**src/rtl/bcd_alu_pkg.sv**
```systemverilog
// Shared definitions for the BCD arithmetic sequencer.
// Covers op codes, sequencer states and the digit-range check.
package bcd_alu_pkg;

  typedef enum logic [1:0] {
    OP_ADD = 2'b00,
    OP_SUB = 2'b01,
    OP_MUL = 2'b10,
    OP_RSV = 2'b11
  } op_e;

  typedef enum logic [2:0] {
    ST_IDLE   = 3'd0,
    ST_LOAD   = 3'd1,
    ST_ADD    = 3'd2,
    ST_SUB    = 3'd3,
    ST_MSHIFT = 3'd4,
    ST_MADD   = 3'd5,
    ST_FIN    = 3'd6
  } state_e;

  // A BCD nibble is valid only in the range 0..9
  function automatic logic digit_ok(input logic [3:0] d);
    return d <= 4'd9;
  endfunction

endpackage

```
**src/rtl/bcd_alu_seq_digit.sv**
```systemverilog
// Single-digit BCD adder/subtractor with carry/borrow in and out.
// When sub is high, cin/cout act as borrow and the result is corrected by +10.
module bcd_digit_addsub (
  input  logic [3:0] a,
  input  logic [3:0] b,
  input  logic       cin,
  input  logic       sub,
  output logic [3:0] digit,
  output logic       cout
);

  logic [4:0] raw;

  always_comb begin
    raw   = 5'd0;
    digit = 4'd0;
    cout  = 1'b0;
    if (sub) begin
      raw = {1'b0, a} - {1'b0, b} - 5'(cin);
      if (raw[4]) begin
        digit = 4'(raw + 5'd10);
        cout  = 1'b1;
      end else begin
        digit = raw[3:0];
      end
    end else begin
      raw = {1'b0, a} + {1'b0, b} + 5'(cin);
      if (raw > 5'd9) begin
        digit = 4'(raw - 5'd10);
        cout  = 1'b1;
      end else begin
        digit = raw[3:0];
      end
    end
  end

endmodule

```
**src/rtl/bcd_alu_seq.sv**
```systemverilog
// Multi-cycle BCD ALU: digit-serial add/sub, shift-and-repeated-add multiply.
// Start/busy/done handshake; result, neg and err hold until the next accepted start.
module bcd_alu_seq
  import bcd_alu_pkg::*;
#(
  parameter int unsigned DIGITS = 4
) (
  input  logic                  clk,
  input  logic                  clr_n,
  input  logic                  start,
  input  logic [1:0]            op,
  input  logic [4*DIGITS-1:0]   a_bcd,
  input  logic [4*DIGITS-1:0]   b_bcd,
  output logic                  busy,
  output logic                  done,
  output logic [8*DIGITS-1:0]   result_bcd,
  output logic                  neg,
  output logic                  err
);

  localparam int unsigned AW = 4 * DIGITS;
  localparam int unsigned RW = 8 * DIGITS;
  localparam int unsigned ND = 2 * DIGITS;
  localparam int unsigned IW = (DIGITS > 1) ? $clog2(DIGITS) : 1;
  localparam logic [IW-1:0] LAST = IW'(DIGITS - 1);

  state_e          state_q, state_d;
  op_e             op_q, op_d;
  logic [AW-1:0]   a_q, a_d, b_q, b_d;
  logic [RW-1:0]   acc_q, acc_d;
  logic            carry_q, carry_d;
  logic [IW-1:0]   idx_q, idx_d;
  logic [3:0]      rep_q, rep_d;
  logic            busy_d, done_d, neg_d, err_d;
  logic [RW-1:0]   result_d;

  logic [3:0]      ser_a, ser_b, ser_dig, b_dig;
  logic            ser_cout;
  logic            operands_ok;

  assign ser_a = a_q[4*idx_q +: 4];
  assign ser_b = b_q[4*idx_q +: 4];
  assign b_dig = ser_b;

  bcd_digit_addsub u_serial (
    .a     (ser_a),
    .b     (ser_b),
    .cin   (carry_q),
    .sub   (state_q == ST_SUB),
    .digit (ser_dig),
    .cout  (ser_cout)
  );

  // Full-width accumulator adder for acc + A in one cycle
  logic [ND:0]   mc;
  logic [RW-1:0] madd_sum;
  logic          madd_ovf;

  assign mc[0]    = 1'b0;
  assign madd_ovf = mc[ND];

  for (genvar i = 0; i < ND; i++) begin : g_madd
    logic [3:0] addend;
    if (i < DIGITS) begin : g_lo
      assign addend = a_q[4*i +: 4];
    end else begin : g_hi
      assign addend = 4'd0;
    end
    bcd_digit_addsub u_dig (
      .a     (acc_q[4*i +: 4]),
      .b     (addend),
      .cin   (mc[i]),
      .sub   (1'b0),
      .digit (madd_sum[4*i +: 4]),
      .cout  (mc[i+1])
    );
  end

  always_comb begin
    operands_ok = 1'b1;
    for (int unsigned i = 0; i < DIGITS; i++) begin
      if (!digit_ok(a_q[4*i +: 4]) || !digit_ok(b_q[4*i +: 4])) operands_ok = 1'b0;
    end
  end

  // Next-state and datapath update
  always_comb begin
    state_d  = state_q;
    op_d     = op_q;
    a_d      = a_q;
    b_d      = b_q;
    acc_d    = acc_q;
    carry_d  = carry_q;
    idx_d    = idx_q;
    rep_d    = rep_q;
    neg_d    = neg;
    err_d    = err;
    result_d = result_bcd;
    done_d   = 1'b0;

    unique case (state_q)
      ST_IDLE: begin
        if (start) begin
          a_d      = a_bcd;
          b_d      = b_bcd;
          op_d     = op_e'(op);
          acc_d    = '0;
          result_d = '0;
          neg_d    = 1'b0;
          err_d    = 1'b0;
          state_d  = ST_LOAD;
        end
      end
      ST_LOAD: begin
        acc_d   = '0;
        carry_d = 1'b0;
        idx_d   = '0;
        // Error path spends a second cycle here so done lands after E2
        if (err) begin
          state_d = ST_FIN;
        end else if (!operands_ok || op_q == OP_RSV) begin
          err_d = 1'b1;
        end else begin
          case (op_q)
            OP_ADD: state_d = ST_ADD;
            OP_SUB: begin
              if (a_q < b_q) begin
                a_d   = b_q;
                b_d   = a_q;
                neg_d = 1'b1;
              end
              state_d = ST_SUB;
            end
            default: begin
              idx_d   = LAST;
              state_d = ST_MSHIFT;
            end
          endcase
        end
      end
      ST_ADD, ST_SUB: begin
        acc_d[4*idx_q +: 4] = ser_dig;
        carry_d             = ser_cout;
        if (idx_q == LAST) begin
          acc_d[AW +: 4] = {3'b000, ser_cout};
          state_d        = ST_FIN;
        end else begin
          idx_d = idx_q + 1'b1;
        end
      end
      ST_MSHIFT: begin
        acc_d = {acc_q[RW-5:0], 4'd0};
        rep_d = b_dig;
        if (b_dig != 4'd0) begin
          state_d = ST_MADD;
        end else if (idx_q == '0) begin
          state_d = ST_FIN;
        end else begin
          idx_d = idx_q - 1'b1;
        end
      end
      ST_MADD: begin
        acc_d = madd_sum;
        rep_d = rep_q - 4'd1;
        if (madd_ovf) err_d = 1'b1;
        if (rep_q == 4'd1) begin
          if (idx_q == '0) begin
            state_d = ST_FIN;
          end else begin
            idx_d   = idx_q - 1'b1;
            state_d = ST_MSHIFT;
          end
        end
      end
      ST_FIN:  state_d = ST_IDLE;
      default: state_d = ST_IDLE;
    endcase

    if (state_d == ST_FIN && state_q != ST_FIN) begin
      result_d = acc_d;
      done_d   = 1'b1;
    end
    busy_d = (state_d != ST_IDLE);
  end

  always_ff @(posedge clk or negedge clr_n) begin
    if (!clr_n) begin
      state_q    <= ST_IDLE;
      op_q       <= OP_ADD;
      a_q        <= '0;
      b_q        <= '0;
      acc_q      <= '0;
      carry_q    <= 1'b0;
      idx_q      <= '0;
      rep_q      <= '0;
      busy       <= 1'b0;
      done       <= 1'b0;
      neg        <= 1'b0;
      err        <= 1'b0;
      result_bcd <= '0;
    end else begin
      state_q    <= state_d;
      op_q       <= op_d;
      a_q        <= a_d;
      b_q        <= b_d;
      acc_q      <= acc_d;
      carry_q    <= carry_d;
      idx_q      <= idx_d;
      rep_q      <= rep_d;
      busy       <= busy_d;
      done       <= done_d;
      neg        <= neg_d;
      err        <= err_d;
      result_bcd <= result_d;
    end
  end

endmodule

```
**config.mk**
```make
export PLATFORM = sky130hd
export DESIGN_NAME = bcd_alu_seq
export DESIGN_NICKNAME = d
export VERILOG_FILES = /design/src/rtl/bcd_alu_pkg.sv /design/src/rtl/bcd_alu_seq_digit.sv /design/src/rtl/bcd_alu_seq.sv
export SDC_FILE = /design/constraint.sdc
export NUM_CORES = 1
export LEC_CHECK = 0
export CAP_MARGIN = 25
export CORE_ASPECT_RATIO = 0.9
export CORE_MARGIN = 1.5
export CORE_UTILIZATION = 55
export DETAILED_ROUTE_END_ITERATION = 8
export GPL_TIMING_DRIVEN = 0
export HOLD_SLACK_MARGIN = 0.08
export PLACE_DENSITY = 0.83
export SLEW_MARGIN = 15
export SYNTH_ARGS = -nofsm -noshare
export SYNTH_HDL_FRONTEND = slang
export SYNTH_SLANG_ARGS = --single-unit
```
**constraint.sdc**
```tcl
create_clock -name clk -period 25.1 [get_ports clk]
set_clock_uncertainty 0.1 [all_clocks]
set_input_delay 3.765 -clock clk [delete_from_list [all_inputs] [get_ports clk]]
set_output_delay 3.765 -clock clk [all_outputs]
set_load 0.01 [all_outputs]
```
; Word level (Yosys, flattened, before mapping)
; Cells that the tools add are included.
[totals]
wordCells = 194
output_inout_bits = 36
register_bits = 112
in_bits = 37
[op_classes]
reduce_logical = 34
add_sub_neg = 29
shift = 4
n_mux = 76
n_lt_le_gt_ge = 18
eq_ne = 20
[ops]
columns = op, count
row1 = $mux 16, 10
row2 = $pmux 32 s5, 1
row3 = $mux 32, 4
row4 = $pmux 16 s2, 2
row5 = $mux 4, 12
row6 = $gt 5x4->1 const B, 9
row7 = $sub 4x4->4 const B, 9
row8 = $neg 4->34, 1
row9 = $shift 4x34->32 const A, 1
row10 = $shiftx 4x34->32, 1
row11 = $bwmux 32, 1
row12 = $le 4x4->1 const B, 8
row13 = $shiftx 16x5->4, 2
row14 = $add 4x4->5, 5
row15 = $mux 1, 24
row16 = $mux 3, 7
row17 = $add 4x1->5, 4
row18 = $add 5x1->5, 4
row19 = $lt 16x16->1, 1
row20 = $mux 2, 8
row21 = $ne 2x2->1 const B, 8
row22 = $pmux 3 s5, 1
row23 = $reduce_bool 2->1, 5
row24 = $eq 3x3->1 const B, 3
row25 = 30 further kinds, 50

; Longest topological paths before layout
; Gate-level depths: netlist of run 1.
[depth]
word_depth = 26
depth_mapped = 54
ltp_nobuf = 53

; Hierarchy
; From an unflattened synthesis of run 1, not the netlist that was laid out.
[unflattened]
cells_unflattened = 1320
hier_area_um2 = 11499.8
[by_module_without_submodules]
columns = mod, n_inst, area_per_inst_um2, cells_each, seq_area_each_um2
row1 = bcd_alu_seq, 1, 6286.0, 672, 2802.7
row2 = bcd_digit_addsub, 9, 579.3, 72, 0.0

; Worst setup path before layout of run 1
; No wires, ideal clock.
[synth_path]
path_kind = register -> register
start = register a_q[0]
end = register result_bcd[30]
synth_period_minus_slack_ns = 10.860
slack_ns = 14.240
stages_incl_launch_ff = 53
arrival_time_ns = 10.626
setup_time_ns = 0.133
path_buffers = 1
path_cell_list = dfrtp_1 ha_1 inv_1 fa_1 xnor2_1 inv_1 nand2_1 a21oi_1 fa_1 inv_1 fa_1 inv_1 ha_1 nand2_1 nand2_1 o21ai_0 fa_1 fa_1 [17 not listed] mux2_2 o21ai_0 inv_1 ha_1 ha_1 mux2_2 o21ai_0 inv_1 ha_1 ha_1 xnor2_1 ha_1 nor2_1 a21oi_1 o21ai_0 mux2i_1 a222oi_1 o21ai_1
[synth_via]
elab_chain_cells = 26
word_cells_on_any_way = 57
cone_classes = 15 x add/sub / 10 x order compare / 1 x eq/ne / 2 x shift / 21 x mux / 8 x reduce/logical
[synth_rtl]
columns = element, line
row1 = from (decl), bcd_alu_seq.sv:29  ; logic [AW-1:0] a_q, a_d, b_q, b_d;
row2 = from (signal assigned), bcd_alu_seq.sv:190  ; a_q <= '0;
row3 = from (signal assigned), bcd_alu_seq.sv:204  ; a_q <= a_d;
row4 = $add 4x4->5, bcd_alu_seq_digit.sv:27  ; raw = {1'b0, a} + {1'b0, b} + 5'(cin);
row5 = $gt 5x4->1, bcd_alu_seq_digit.sv:28  ; if (raw > 5'd9) begin
row6 = $mux 1, bcd_alu_seq_digit.sv:28
row7 = $add 5x1->5, bcd_alu_seq_digit.sv:27
row8 = $gt 5x4->1, bcd_alu_seq_digit.sv:28
row9 = $mux 1, bcd_alu_seq_digit.sv:28
row10 = $add 5x1->5, bcd_alu_seq_digit.sv:27
row11 = $gt 5x4->1, bcd_alu_seq_digit.sv:28
row12 = [10 not listed], -
row13 = $add 4x1->5, bcd_alu_seq_digit.sv:27
row14 = $gt 5x4->1, bcd_alu_seq_digit.sv:28
row15 = $mux 1, bcd_alu_seq_digit.sv:28
row16 = $add 4x1->5, bcd_alu_seq_digit.sv:27
row17 = $sub 4x4->4 or $gt 5x4->1 (tied branches), "bcd_alu_seq_digit.sv:29, bcd_alu_seq_digit.sv:28"
row18 = $mux 4, bcd_alu_seq_digit.sv:28
row19 = $pmux 32 s5, bcd_alu_seq.sv:101  ; unique case (state_q)
row20 = $mux 32, bcd_alu_seq.sv:179  ; if (state_d == ST_FIN && state_q != ST_FIN) begin
row21 = to (signal assigned), bcd_alu_seq.sv:214  ; result_bcd <= result_d;
row22 = to (decl), bcd_alu_seq.sv:16  ; output logic [8*DIGITS-1:0] result_bcd,
; Several ways; a longest one is shown, not always the timed one.
; A chain may end at the register's enable or synchronous reset.

; Worst setup path in the final report of run 1
[layout_path]
start = register a_q[0]
end = register result_bcd[29]
; The elaborated chain is that of the path after synthesis.

==> results of run 1 <==
## state kept, by name (all words and copies together), names as in the netlist
register,flops
a_q,16
acc_q,32
b_q,16
busy,1
carry_q,1
done,1
err,1
idx_q,2
neg,1
op_q,2
rep_q,4
result_bcd,32
state_q,3
## metrics by stage
stage	instance area, sq um	util, %	hold slack, ns	setup slack (ns)
finish	9560	65.2	0.406	12.10
global route	9560	65.2	0.443	11.34
CTS	9550	65.2	0.409	12.36
detailed placement	9230	62.9	0.389	12.45
global placement	9190	62.7	0.383	12.60
floorplan	8220	-	0.378	14.24
## Yosys cell counts (all sizes together) (6+ instances only)
| library cell | n | area share [%] |
|---|---|---|
| nand3 | 33 | 2.0 |
| mux4 | 7 | 1.9 |
| a222oi | 6 | 0.73 |
| fa | 11 | 2.7 |
| mux2 | 23 | 3.1 |
| nand2 | 88 | 4.0 |
| a211o | 7 | 0.75 |
| mux2i | 46 | 5.6 |
| and3 | 16 | 1.2 |
| a221o | 8 | 0.97 |
| dfrtp | 112 | 34 |
| a31oi | 12 | 0.91 |
| nor2b | 8 | 0.61 |
| clkbuf | 34 | 1.6 |
| a21o | 32 | 2.9 |
| inv | 65 | 3.0 |
| xor2 | 7 | 0.75 |
| xnor2 | 16 | 1.7 |
| a21oi | 55 | 3.3 |
| a22o | 6 | 0.64 |
| nor3 | 11 | 0.67 |
| buf | 12 | 0.97 |
| nor2 | 41 | 1.9 |
| ha | 62 | 9.4 |
| o21ai | 59 | 3.6 |
| nand2b | 13 | 1.1 |
## cell type report
class,instances,area (sq um)
fillers,1160,5110
repair buffers,73,749
clock inverters,7,103
plain buffers,46,208
inverters,65,244
well taps,198,248
clock buffers,9,225
flip-flops and latches,112,2800
multi-input cells,669,4980
## path summary, 6_finish.rpt
check,startpoint,to,slack [ns],cells past startpoint
hold reg to reg,result_bcd[20]$_DFFE_PN0P_,result_bcd[20]$_DFFE_PN0P_,0.41,2
setup reg to reg,a_q[0]$_DFFE_PN0P_,result_bcd[29]$_DFFE_PN0P_,12.10,50
setup / recovery,a_q[0]$_DFFE_PN0P_,result_bcd[29]$_DFFE_PN0P_,12.10,50
max in group asynchronous,clr_n,acc_q[23]$_DFF_PN0_,20.95,2
min in group asynchronous,clr_n,b_q[0]$_DFFE_PN0P_,3.24,1
hold / removal,result_bcd[20]$_DFFE_PN0P_,result_bcd[20]$_DFFE_PN0P_,0.41,2
## layer usage
layer	GRT usage, %	wire length, microns	vias up	share of wire [%]
met3	6.98	2140	67	8.8
met1	43.2	10300	3721	42
met5	0	0	-	0
met4	11.9	768	0	3.2
li1	-	-	3405	-
met2	49.5	11000	381	46
## critical path, delay by kind of cell, from the launching register on
family	cells	cell delay (ns)
mux	2	0.64
buf+inv	7	0.76
fa+ha+maj	17	5.00
compound gates	16	4.27
simple gates	4	0.82
xor+xnor	4	0.78
flops	1	0.44
## kinds of logic after synthesis
group,after synthesis
mux,76
fa+ha+maj,73
flops,112
buf+inv,111
compound gates,247
simple gates,250
xor+xnor,23
## cell usage in the layout (no fill, tap or decap), drive strengths merged, types with 5 or more instances in the layout
master	Yosys	layout
a211o	7	7
a211oi	5	5
a21o	32	32
a21oi	55	55
a221o	8	8
a222oi	6	6
a22o	6	6
a22oi	5	5
a311oi	5	5
a31oi	12	12
and3	16	16
buf	12	14
clkbuf	34	43
clkdlybuf4s50	0	71
dfrtp	112	112
fa	11	11
ha	62	62
inv	65	67
mux2	23	23
mux2i	46	46
mux4	7	7
nand2	88	88
nand2b	13	13
nand3	33	33
nor2	41	41
nor2b	8	8
nor3	11	11
nor3b	5	5
nor4	5	5
o21ai	59	59
xnor2	16	16
xor2	7	7
==> flow_summary_export.csv, run 1 <==
group,metric,value,unit
final_layout,area.growth.synth_to_final,16.2,%
synth,synth_seq_cells,112,
placement,place_congestion,0.962,
synth,postSynth.asyncResetShare,100,%
clock_network,path_clk_slew,0.08,ns
critical_path,slowest_stage,"o21ai_0",
route,drc,0,
sta,worstMarginPinSlew,0.932,ns
synth,synthSimpleGateAreaFrac,15.0,%
sta,max_slew_margin,37.7,%
final_layout,final_cells,1179,
sta,tns,0,ns
route,drt_wl_total,24.2,mm
synth,muxShareOfSynthArea,10.7,%
synth,synth_compound_area_share,20.2,%
route,vias_per_cell,6.42,
placement,place_hpwl,18.0,mm
clock_network,htreeDepth,3,
hold_path,holdCritPathClass,"flop to flop",
sta,rsz0062_at_grt,"false",
route,num_vias,7574,
grt,antenna_found_initial,0,
clock_network,ctsHoldBuffers,0,
critical_path,crit_path_max_incr_delay,0.58,ns
run_status,status,"finished, final reports clean",
grt,grt_max_degree,64,
synth,synth_top_family_by_area,"compound AO/OA/AOI/OAI gates",
sta,final_max_slew_viol_count,0,
critical_path,crit_top_cell,"ha_1",
synth,post_synth_fa_ha_maj_area_fraction,12.1,%
grt,grt_pass1_vias,7358,
grt,grt-ovfl-total,0,
final_layout,fin_nets,1086,
clock_network,post-cts-setup-buffers,0,
critical_path,arrival,13.14,ns
die,die_h,119,microns
route,drt-pass1-iter-count,6,
grt,grt_pass1_wl,38.8,mm
synth,syn_avg_cell_area,9.22,sq um
sta,max_freq,0.0769,GHz
clock_network,ctsResizeCount,0,
clock_network,root_buffer,"clkbuf_16",
synth,synthFlopType,"dfrtp_1",
die,fp.dieW,132,microns
sta,fin_crit_sh,51.8,%
sta,setup_violations,0,
clock_network,worstSkewPairLatency,0.37,ns
die,rows,42,
synth,syn_area,8220,sq um
synth,seq_area_frac_synth,34.1,%
die,io_pins,73,
die,die-area,15700,sq um
route,ant_nets,0,
placement,placed_cells,1163,
critical_path,startpoint_type,"flop",
sta,hold_viol_final,0,
route,dr.first_iter.drc_count,823,
final_layout,drive_gt1_share,7.14,%
route,avgRoutedWirePerCell,20.5,microns
run,cap_violations,0,
clock_network,cts_buffers,9,
critical_path,critPathKind,"flop to flop",
final_layout,n_antenna_cell,0,
die,start_util,56.1,%
critical_path,worstPathMaxFanout,9,
placement,portBuffers,72,
clock_network,cts_tree,"built",
clock_network,clock_sinks,112,
clock_network,cts_buffer_depth,2,
synth,synth_cell_types,71,
sta,fin_crit,13.00,ns
grt,grtUsageTotal,31.7,%
synth,yosysWarnings,0,
synth,syn_nets,1002,
synth,synthXorXnorAreaFrac,2.45,%
synth,synth_edf_count,0,
critical_path,required,25.24,ns
critical_path,endpoint_kind,"flop",
synth,synthCells,892,
die,core-area,14700,sq um
Power of run 1 is not shown: default switching activity piles up to over one toggle a cycle in this logic, so the estimate is an artifact.
==> run 2: changes to the inputs <==
Clock period 25.1 ns to 12.5 ns, I/O delays scaled along.
==> run 2 against run 1 <==
Compared with the run above: core utilization increased by 0.38 points; via count fell by 0.20%; wire length rose by 0.19%; design area up 0.58%; setup slack got worse by 11 ns; sequential share of layout area decreased by 0.17 points; critical path depth grew 4; first-iteration DRC count grew 3.4%; global-route usage is the same; register-to-register slack worse by 11 ns; sequential cell count is the same.
==> flow_summary_export.csv, run 2 (synthesis results as in run 1) <==
group,metric,value,unit
final_layout,fin_nets,1085,
route,dr.first_iter.drc_count,851,
critical_path,slowest_stage,"fa_1",
critical_path,endpoint_kind,"flop",
die,start_util,56.1,%
final_layout,fillers,1150,
grt,grt_pass1_wl,38.8,mm
final_layout,biggestRegsByFlops,"acc_q (32), result_bcd (32)",
grt,grt_pass1_vias,7358,
grt,grtUsageTotal,31.7,%
clock_network,cts_buffers,9,
clock_network,ctsHoldBuffers,0,
die,core-area,14700,sq um
die,rows,42,
placement,place_hpwl,18.0,mm
die,die-area,15700,sq um
hold_path,holdCritPathClass,"flop to flop",
sta,max_freq,0.0846,GHz
sta,max_slew_margin,37.5,%
sta,rsz0062_at_grt,"false",
sta,fin_crit,11.82,ns
route,drc,0,
route,drt_wl_total,24.2,mm
critical_path,crit_path_max_incr_delay,0.49,ns
grt,grt-ovfl-total,0,
final_layout,layout_commonest_cell,"dfrtp_1",
clock_network,root_buffer,"clkbuf_16",
clock_network,cts_tree,"built",
route,avgRoutedWirePerCell,20.6,microns
route,ant_nets,0,
critical_path,startpoint_type,"flop",
critical_path,required,12.65,ns
grt,antenna_found_initial,0,
die,fp.dieW,132,microns
route,drt-pass1-iter-count,5,
placement,place_congestion,0.962,
clock_network,htreeDepth,3,
critical_path,crit_buf_inv,8,
final_layout,n_antenna_cell,0,
critical_path,worstPathMaxFanout,9,
clock_network,clock_sinks,112,
sta,hold_viol_final,0,
sta,final_max_slew_viol_count,0,
final_layout,area.growth.synth_to_final,16.9,%
die,io_pins,73,
final_layout,seq_area,2800,sq um
clock_network,worstSkewPairLatency,0.37,ns
clock_network,path_clk_slew,0.08,ns
critical_path,arrival,11.97,ns
clock_network,cts_buffer_depth,2,
sta,worstMarginPinSlew,0.936,ns
final_layout,layout_common_cells,"dfrtp_1 (112), nand2_1 (88), clkdlybuf4s50_1 (71)",
final_layout,multi_input_area,5030,sq um
placement,placed_cells,1163,
route,vias_per_cell,6.42,
run,cap_violations,0,
sta,setup_violations,0,
critical_path,cp_top_family,"adder cells",
critical_path,crit_top_cell,"ha_1",
final_layout,drive_gt1_share,8.16,%
die,die_h,119,microns
final_layout,final_cells,1178,
grt,grt_max_degree,64,
route,num_vias,7559,
sta,fin_crit_sh,94.6,%
placement,portBuffers,72,
run_status,status,"finished, final reports clean",
critical_path,critPathKind,"flop to flop",
run 2: timing repair:
action / 4_1_cts / 5_1_grt
setup buffers: 0 / 1
gates resized for setup: 2 / 11
pin swaps: 0 / 2
endpoints found under the setup margin: 5 / 7
run 2: through the flow:
step	cell area [sq um]	util, %	setup slack, ns	setup TNS, ns	hold slack, ns
finish	9610	65.5	0.680	0	0.404
global route	9610	65.5	0.0199	0	0.443
CTS	9550	65.2	0.0382	0	0.409
detailed placement	9230	62.9	-0.146	-0.257	0.389
global placement	9190	62.7	0.00235	0	0.383
floorplan	8220	-	1.64	0	0.378
run 2: cell type report:
cell class,count,area share [%]
Clock inverter,7,1.07
Tap cell,198,2.58
Clock buffer,9,2.34
Buffer,44,2.08
Timing Repair Buffer,74,7.88
Sequential cell,112,29.2
Inverter,65,2.54
Multi-Input combinational cell,669,52.3
run 2: worst min-delay path: stages, from the launching register on:
cell and delay [ns]:
dfrtp_1 0.35, nand3_1 0.06, nand2_1 0.06
run 2: path summary, 6_finish.rpt:
path	from	endpoint	slack [ns]	depth (start not counted)
max reg2reg	a_q[0]$_DFFE_PN0P_	result_bcd[29]$_DFFE_PN0P_	0.68	54
max	a_q[0]$_DFFE_PN0P_	result_bcd[29]$_DFFE_PN0P_	0.68	54
max in group asynchronous	clr_n	acc_q[27]$_DFF_PN0_	10.24	2
min in group asynchronous	clr_n	a_q[3]$_DFFE_PN0P_	1.35	1
min reg2reg	result_bcd[28]$_DFFE_PN0P_	result_bcd[28]$_DFFE_PN0P_	0.40	2
min	result_bcd[28]$_DFFE_PN0P_	result_bcd[28]$_DFFE_PN0P_	0.40	2
run 2: routing by layer:
layer | global-route usage, % | part of all wire, % | vias up
li1 | - | - | 3402
met1 | 43.2 | 43 | 3715
met2 | 49.5 | 45 | 372
met3 | 6.98 | 8.5 | 70
met4 | 11.9 | 3.4 | 0
met5 | 0 | 0 | -
Power of run 2 is left out for the same reason.
==> run 3: changes to the inputs <==
Settings changed: CTS_CLUSTER_SIZE from default to 20.
==> results of run 3 <==
No change in the layout: final DEF, timing and power equal those of run 2.
Power of run 3 is left out for the same reason.
